==> config.mk <==
export PLATFORM = sky130hd
export DESIGN_NAME = transceiver_frame_ctrl
export DESIGN_NICKNAME = d
export VERILOG_FILES = /design/src/rtl/transceiver_pkg.sv /design/src/rtl/frame_byte_fifo.sv /design/src/rtl/transceiver_frame_ctrl.sv
export SDC_FILE = /design/constraint.sdc
export NUM_CORES = 1
export LEC_CHECK = 0
export CELL_PAD_IN_SITES_DETAIL_PLACEMENT = 0
export CELL_PAD_IN_SITES_GLOBAL_PLACEMENT = 1
export CORE_MARGIN = 1.5
export CORE_UTILIZATION = 48
export CTS_CLUSTER_DIAMETER = 50
export DETAILED_ROUTE_END_ITERATION = 8
export PLACE_DENSITY = 0.81
export SYNTH_ARGS = -nofsm -noshare
export SYNTH_HDL_FRONTEND = slang
export SYNTH_HIERARCHICAL = 1
export SYNTH_SLANG_ARGS = --single-unit
==> constraint.sdc <==
create_clock -name clk -period 3.7 [get_ports clk]
set_clock_uncertainty 0.1 [all_clocks]
set_input_delay 0.74 -clock clk [delete_from_list [all_inputs] [get_ports clk]]
set_output_delay 0.74 -clock clk [all_outputs]
set_load 0.01 [all_outputs]
==> src/rtl/transceiver_pkg.sv <==
// Shared types and widths for the coded transceiver datapath.
package transceiver_pkg;

  localparam int BYTE_W = 8;
  localparam int CODE_W = 12;

  typedef enum logic [2:0] {
    IDLE,
    LOAD,
    MOD,
    WAIT_TX,
    GAP
  } frame_state_t;

endpackage

==> src/rtl/frame_byte_fifo.sv <==
// Synchronous byte FIFO with show-ahead head; a push into a full FIFO is
// accepted only when a pop frees the slot on the same edge.
module frame_byte_fifo #(
  parameter int DEPTH = 8,
  parameter int WIDTH = 8
) (
  input  logic                     clk,
  input  logic                     rst,
  input  logic                     push,
  input  logic                     pop,
  input  logic [WIDTH-1:0]         wr_data,
  output logic [WIDTH-1:0]         rd_data,
  output logic                     full,
  output logic                     empty,
  output logic [$clog2(DEPTH):0]   level
);

  localparam int AW = $clog2(DEPTH);

  logic [WIDTH-1:0] mem [DEPTH];
  logic [AW:0]      wr_ptr;
  logic [AW:0]      rd_ptr;
  logic             do_push;
  logic             do_pop;

  // Extra pointer bit distinguishes full from empty when the indices match.
  assign empty   = (wr_ptr == rd_ptr);
  assign full    = (wr_ptr[AW-1:0] == rd_ptr[AW-1:0]) && (wr_ptr[AW] != rd_ptr[AW]);
  assign level   = wr_ptr - rd_ptr;
  assign rd_data = mem[rd_ptr[AW-1:0]];
  assign do_pop  = pop && !empty;
  assign do_push = push && (!full || do_pop);

  always_ff @(posedge clk) begin
    if (do_push) begin
      mem[wr_ptr[AW-1:0]] <= wr_data;
    end
  end

  always_ff @(posedge clk) begin
    if (rst) begin
      wr_ptr <= '0;
      rd_ptr <= '0;
    end else begin
      if (do_push) wr_ptr <= wr_ptr + (AW+1)'(1);
      if (do_pop)  rd_ptr <= rd_ptr + (AW+1)'(1);
    end
  end

endmodule

==> src/rtl/transceiver_frame_ctrl.sv <==
// Frame sequencer: buffers received bytes, feeds the encoder one byte per frame,
// gates the BPSK modulator for a symbol window and launches the UART echo.
module transceiver_frame_ctrl
  import transceiver_pkg::*;
#(
  parameter int FIFO_DEPTH    = 8,
  parameter int PIPE_LAT      = 2,
  parameter int SYMBOL_CYCLES = 256,
  parameter int GUARD_CYCLES  = 16,
  parameter int CNT_W         = 16
) (
  input  logic                          clk,
  input  logic                          rst,
  input  logic                          rx_valid,
  input  logic [BYTE_W-1:0]             rx_byte,
  output logic [BYTE_W-1:0]             enc_data,
  output logic                          mod_en,
  output logic                          tx_dv,
  input  logic                          tx_active,
  input  logic                          tx_done,
  input  logic                          clear_ovf,
  output logic                          busy,
  output logic                          overflow,
  output logic [$clog2(FIFO_DEPTH):0]   fifo_level,
  output logic [CNT_W-1:0]              frames_sent
);

  frame_state_t      state, state_nxt;
  logic [31:0]       cnt, cnt_nxt;
  logic [BYTE_W-1:0] enc_nxt;
  logic              mod_nxt;
  logic              dv_nxt;
  logic              done_seen, done_nxt;
  logic [CNT_W-1:0]  frames_nxt;
  logic              fifo_pop;
  logic              fifo_full;
  logic              fifo_empty;
  logic [BYTE_W-1:0] fifo_head;

  frame_byte_fifo #(
    .DEPTH (FIFO_DEPTH),
    .WIDTH (BYTE_W)
  ) u_fifo (
    .clk     (clk),
    .rst     (rst),
    .push    (rx_valid),
    .pop     (fifo_pop),
    .wr_data (rx_byte),
    .rd_data (fifo_head),
    .full    (fifo_full),
    .empty   (fifo_empty),
    .level   (fifo_level)
  );

  assign busy = (state != IDLE);

  always_ff @(posedge clk) begin
    if (rst) begin
      state       <= IDLE;
      cnt         <= '0;
      enc_data    <= '0;
      mod_en      <= 1'b0;
      tx_dv       <= 1'b0;
      done_seen   <= 1'b0;
      frames_sent <= '0;
    end else begin
      state       <= state_nxt;
      cnt         <= cnt_nxt;
      enc_data    <= enc_nxt;
      mod_en      <= mod_nxt;
      tx_dv       <= dv_nxt;
      done_seen   <= done_nxt;
      frames_sent <= frames_nxt;
    end
  end

  // A drop in the same cycle as clear_ovf wins so no lost byte goes unreported.
  always_ff @(posedge clk) begin
    if (rst) begin
      overflow <= 1'b0;
    end else if (rx_valid && fifo_full && !fifo_pop) begin
      overflow <= 1'b1;
    end else if (clear_ovf) begin
      overflow <= 1'b0;
    end
  end

  always_comb begin
    state_nxt  = state;
    cnt_nxt    = cnt;
    enc_nxt    = enc_data;
    mod_nxt    = mod_en;
    dv_nxt     = 1'b0;
    done_nxt   = done_seen;
    frames_nxt = frames_sent;
    fifo_pop   = 1'b0;
    unique case (state)
      IDLE: begin
        if (!fifo_empty) begin
          fifo_pop  = 1'b1;
          enc_nxt   = fifo_head;
          cnt_nxt   = 32'(PIPE_LAT - 1);
          state_nxt = LOAD;
        end
      end
      LOAD: begin
        if (cnt != 32'd0) begin
          cnt_nxt = cnt - 32'd1;
        end else if (!tx_active) begin
          mod_nxt   = 1'b1;
          dv_nxt    = 1'b1;
          done_nxt  = 1'b0;
          cnt_nxt   = 32'(SYMBOL_CYCLES - 1);
          state_nxt = MOD;
        end
      end
      MOD: begin
        if (tx_done) done_nxt = 1'b1;
        if (cnt != 32'd0) begin
          cnt_nxt = cnt - 32'd1;
        end else begin
          mod_nxt   = 1'b0;
          state_nxt = WAIT_TX;
        end
      end
      WAIT_TX: begin
        if (done_seen || tx_done) begin
          done_nxt   = 1'b0;
          frames_nxt = frames_sent + CNT_W'(1);
          if (GUARD_CYCLES == 0) begin
            state_nxt = IDLE;
          end else begin
            cnt_nxt   = 32'(GUARD_CYCLES - 1);
            state_nxt = GAP;
          end
        end
      end
      GAP: begin
        if (cnt != 32'd0) cnt_nxt = cnt - 32'd1;
        else              state_nxt = IDLE;
      end
      default: state_nxt = IDLE;
    endcase
  end

endmodule
==> results of run 1 <==
## kinds of logic (layout without fill, tap and decap cells)
logic type / Yosys count / in the layout / share of synthesized area (%)
adder cells (fa/ha/maj): 9 / 9 / 1.79
flip-flops: 138 / 138 / 50.8
AO/OA/AOI/OAI: 112 / 112 / 12.3
AND/OR/NAND/NOR: 212 / 212 / 18.3
multiplexers: 34 / 34 / 9.11
XOR/XNOR: 26 / 26 / 3.51
buffers and inverters: 57 / 119 / 4.15
## where the power goes
part           switching, uW  internal, uW  leakage (uW)
Combinational           2040          1340       0.00119
Clock                    681           906      0.000261
Sequential               300          1810       0.00118
Total                   3020          4060       0.00264
## critical path, delay by kind of cell (launching register included)
family                   cells  cell delay (ns)
flip-flops                   1             0.41
buffers and inverters        1             0.14
adder cells (fa/ha/maj)      1             0.33
AO/OA/AOI/OAI                2             1.01
AND/OR/NAND/NOR              4             1.23
## placed cells by master (no fill, tap or decap), types with 6 or more instances in the layout
cell and n:
clkbuf_16 17, nand4_1 11, or4_1 13, nor4_1 12
nor3_1 19, dfxtp_1 74, buf_4 19, xnor2_1 17
o31ai_1 11, a21oi_1 30, mux4_1 16, ha_1 8
a31oi_1 7, nor2_1 58, clkdlybuf4s50_1 44, nand3b_1 8
edfxtp_1 64, nand2b_1 6, o21ai_0 19, nand3_1 19
mux2i_1 10, mux2_2 8, nand2_1 17, or3_1 13
xor2_1 8, inv_1 23
## layer usage
layer	up-vias	routed length [um]	GRT usage, %
met2	127	7450	35.5
met5	-	0	0
met1	2416	6870	28.4
met4	0	191	7.65
met3	16	636	5.64
li1	2376	-	-
## state kept, by name, summed over array words and instances, names as in the netlist, named ones only
signal	count
cnt	32
overflow	1
state	3
frames_sent	16
u_fifo/rd_ptr	4
u_fifo/mem	64
u_fifo/wr_ptr	4
enc_data	8
mod_en	1
tx_dv	1
done_seen	1
## cell type report
class                           count  area share [%]
Sequential cell                   138            43.2
Multi-Input combinational cell    393            38.3
Timing Repair Buffer               64            7.47
Clock buffer                       19            5.75
Tap cell                          176            2.80
Clock inverter                     13            1.35
Inverter                           23            1.10
## path summary, 6_finish.rpt
kind,to,slack (ns)
max,cnt[9],0.36
min,cnt[19],0.38
min reg2reg,cnt[19],0.38
max reg2reg,cnt[9],0.36
## metrics by stage
stage          hold WS [ns]  std cells  instance area (um^2)
2_1_floorplan         0.352        588                  6700
3_3_place_gp          0.361        794                  7320
3_5_place_dp          0.367        794                  7320
4_1_cts               0.380        826                  7880
5_1_grt               0.396        826                  7880
6_report              0.377        826                  7880
==> impl_metrics.ini, run 1 <==
[global_route]
antenna_found_initial = 0
track_usage_pct = 21.8
grt_pass1_wl_mm = 24.5
grt_max_degree = 53
global_route.overflow_total = 0
grt_pass1_vias = 4823

[logic_synthesis]
synthTopCellsByArea = edfxtp_1 (29%), dfxtp_1 (22%), mux4_1 (6.3%), nor2_1 (3.2%), a21oi_1 (2.2%)
netlist_instances = 588
netlist.area_leader.share_pct = 28.7
synth_top_cell_by_area = edfxtp_1
synthFlopType = dfxtp_1
synth-seq-cells = 138
synth.cell_area_mm2 = 0.00670
synthTopCellsByCount = dfxtp_1 (74), edfxtp_1 (64), nor2_1 (58)
syn_nets = 611
async_reset_ff_share_pct = 0
ys_seq_area_share_pct = 50.8
synth.most_common_cell = dfxtp_1
yosysWarnings = 6
synth_cell_types = 72
synth-edff-count = 64
avgSynthCellArea_um2 = 11.4

[final_layout]
filler_cell_count = 1126
regArea_mm2 = 0.00340
area_growth_pct = 17.6
final_util_pct = 58.5
diodes = 0
nets = 660
drive_gt1_share_pct = 13.4
multi_input_area_mm2 = 0.00302

[detailed_routing]
drt-vias-per-instance = 5.97
vias = 4935
wl_per_cell_um = 18.3
drt-initial-drc-count = 359
antenna_left = 0
routed_wirelength_mm = 15.1
firstDrtPassIters = 5
drc = 0

[timing]
max-slew-margin-rel_pct = 37.8
final-setup-viol-count = 0
tns_ns = 0
period_share_pct = 90.2
finalCriticalPeriod_ns = 3.34
rsz0062_at_grt = false
worstMarginPinSlew_ns = 0.932
hold_violations = 0
fmaxAchievable_mhz = 300
drv_slew = 0
fin_ws_ns = 0.362

[clock_network]
numCtsBuffers = 17
cts-resized-gates = 0
clk_path_buf_depth = 2
clock-sinks = 138
cts_hold_buf = 0
clkTransAtPathRegs_ns = 0.06
cts_tree = built
cts_root_buf = clkbuf_16
postCtsSetupBuffers = 0
htreeDepth = 4
clk_latency_ns = 0.42

[placement]
dpl.hpwl_mm = 9.96
port_buffers = 45
post-place-ws_ns = 0.389
place_congestion = 0.850

[power_and_ir_drop]
power_density_mw_per_mm2 = 898
peakVddDrop_uv = 506
power.leakage_uw = 0.00264
finalPower_uw = 7080

[outcome]
status = complete, no violations

[critical_path]
required_ns = 3.92
reg2regPathDepth = 8
setup.worst_path.start_class = flip-flop
r2r-start = u_fifo/wr_ptr[0]
cp-end-kind = flip-flop
crit_fanout = 19
critPathLaunch = u_fifo/wr_ptr[0]
criticalPathCategory = flip-flop to flip-flop
crit_slowest_cell = a311o_1
path_cells = inv_1, ha_1, nand3_1, nor2_1, nor4b_1, a311o_1, nor2_2, o311ai_0
max_stage_delay_ns = 0.67
arrival_ns = 3.55

[floorplanning]
die_x_um = 121
start_util_pct = 49.8
die_h_um = 121
core_area_mm2 = 0.0135
io_pins = 46
dieArea_mm2 = 0.0147
rows = 42

[worst_hold_path]
min-delay-start = cnt[19]
min_path_cells = 2
hp-class = flip-flop to flip-flop

[run]
drv_cap = 0
No activity file was read; power rests on OpenSTA's default activity.
==> run 2: changes to the inputs <==
--- a/config.mk
+++ b/config.mk
@@ -7,7 +7,7 @@
 export LEC_CHECK = 0
 export CELL_PAD_IN_SITES_DETAIL_PLACEMENT = 0
 export CELL_PAD_IN_SITES_GLOBAL_PLACEMENT = 1
-export CORE_MARGIN = 1.5
+export CORE_MARGIN = 1
 export CORE_UTILIZATION = 48
 export CTS_CLUSTER_DIAMETER = 50
 export DETAILED_ROUTE_END_ITERATION = 8
==> run 2 against run 1 <==
  * Wire length down 2.1%
  * Critical endpoint is now fifo_level[2]
  * Global-route usage up 0.32 points
  * Utilization up 0.71 points
  * Power up 1.8%
==> impl_metrics.ini, run 2 (synthesized netlist as in run 1, its figures left out) <==
[global_route]
grt_pass1_vias = 4725
global_route.overflow_total = 0
track_usage_pct = 22.2
grt_pass1_wl_mm = 24.2
antenna_found_initial = 0
grt_max_degree = 39

[placement]
place_congestion = 0.787
port_buffers = 45
dpl.hpwl_mm = 10.0
placed_area_mm2 = 0.00732

[floorplanning]
die_x_um = 120
io_pins = 46
rows = 42
start_util_pct = 50.0
die_h_um = 120
core_area_mm2 = 0.0134
dieArea_mm2 = 0.0144

[detailed_routing]
firstDrtPassIters = 5
routed_wirelength_mm = 14.8
vias = 4877
antenna_left = 0
drt-vias-per-instance = 5.90
drc = 0
drt-initial-drc-count = 335
wl_per_cell_um = 18.0

[clock_network]
postCtsSetupBuffers = 0
clk_latency_ns = 0.43
cts_hold_buf = 0
clkTransAtPathRegs_ns = 0.07
cts_tree = built
numCtsBuffers = 17
clock-sinks = 138
htreeDepth = 4
cts_root_buf = clkbuf_16
cts-resized-gates = 0
clk_path_buf_depth = 2

[critical_path]
arrival_ns = 2.43
criticalPathCategory = flip-flop to primary output
required_ns = 2.86
setup.worst_path.start_class = flip-flop
cp-end-kind = primary output
crit_fanout = 6

[timing]
finalCriticalPeriod_ns = 3.27
worstMarginPinSlew_ns = 0.871
hold_violations = 0
rsz0062_at_grt = false
drv_slew = 0
max-slew-margin-rel_pct = 41.5
fmaxAchievable_mhz = 306
final-setup-viol-count = 0
tns_ns = 0
whs_ns = 0.391
period_share_pct = 88.4

[power_and_ir_drop]
power.leakage_uw = 0.00268
power_density_mw_per_mm2 = 908
peakVddDrop_uv = 553
finalPower_uw = 7210

[final_layout]
area_growth_pct = 18.5
final_util_pct = 59.2
final_common_cell = dfxtp_1
design_area_mm2 = 0.00794
drive_gt1_share_pct = 13.4
layout_common_cells = dfxtp_1 (74), edfxtp_1 (64), nor2_1 (58)
diodes = 0
nets = 660
largest_reg_flops = 64

[outcome]
status = complete, no violations

[run]
drv_cap = 0

[worst_hold_path]
hp-class = flip-flop to flip-flop
-- run 2: through the flow --
step	setup WS, ns	std cells
floorplan	0.671	588
global placement	0.621	794
detailed placement	0.530	794
CTS	0.407	826
global route	0.253	826
finish	0.429	826
-- run 2: path summary, 6_finish.rpt --
path / from / cells past startpoint / slack (ns) / endpoint
worst min register to register: overflow / 2 / 0.39 / overflow
worst max-delay path: u_fifo/wr_ptr[0] / 5 / 0.43 / fifo_level[2]
worst min-delay path: overflow / 2 / 0.39 / overflow
worst max register to register: u_fifo/wr_ptr[0] / 10 / 0.46 / cnt[22]
-- run 2: area by class of cell --
cell class / count / area [um^2]
fillers: 1101 / 5460
flip-flops and latches: 138 / 3400
multi-input cells: 393 / 3020
repair buffers: 64 / 588
clock buffers: 17 / 425
well taps: 176 / 220
clock inverters: 15 / 198
inverters: 23 / 86.3
-- run 2: power breakdown --
| group | switching [uW] | internal [uW] |
|---|---|---|
| Sequential | 292 | 1810 |
| Combinational | 2010 | 1340 |
| Clock | 767 | 981 |
-- run 2: critical path: stages, from the launching register on --
cell             delay [ns]
dfxtp_1                0.42
inv_1                  0.14
ha_1                   0.25
fa_1                   0.38
xnor2_1                0.23
clkdlybuf4s50_1        0.57
-- run 2: routing by layer --
layer	part of all wire, %	global-route usage, %	vias up
met5	0	0	-
met4	1.6	8.36	0
met3	3.6	5.75	23
met2	49	36.4	101
met1	45	27.9	2380
li1	-	-	2373
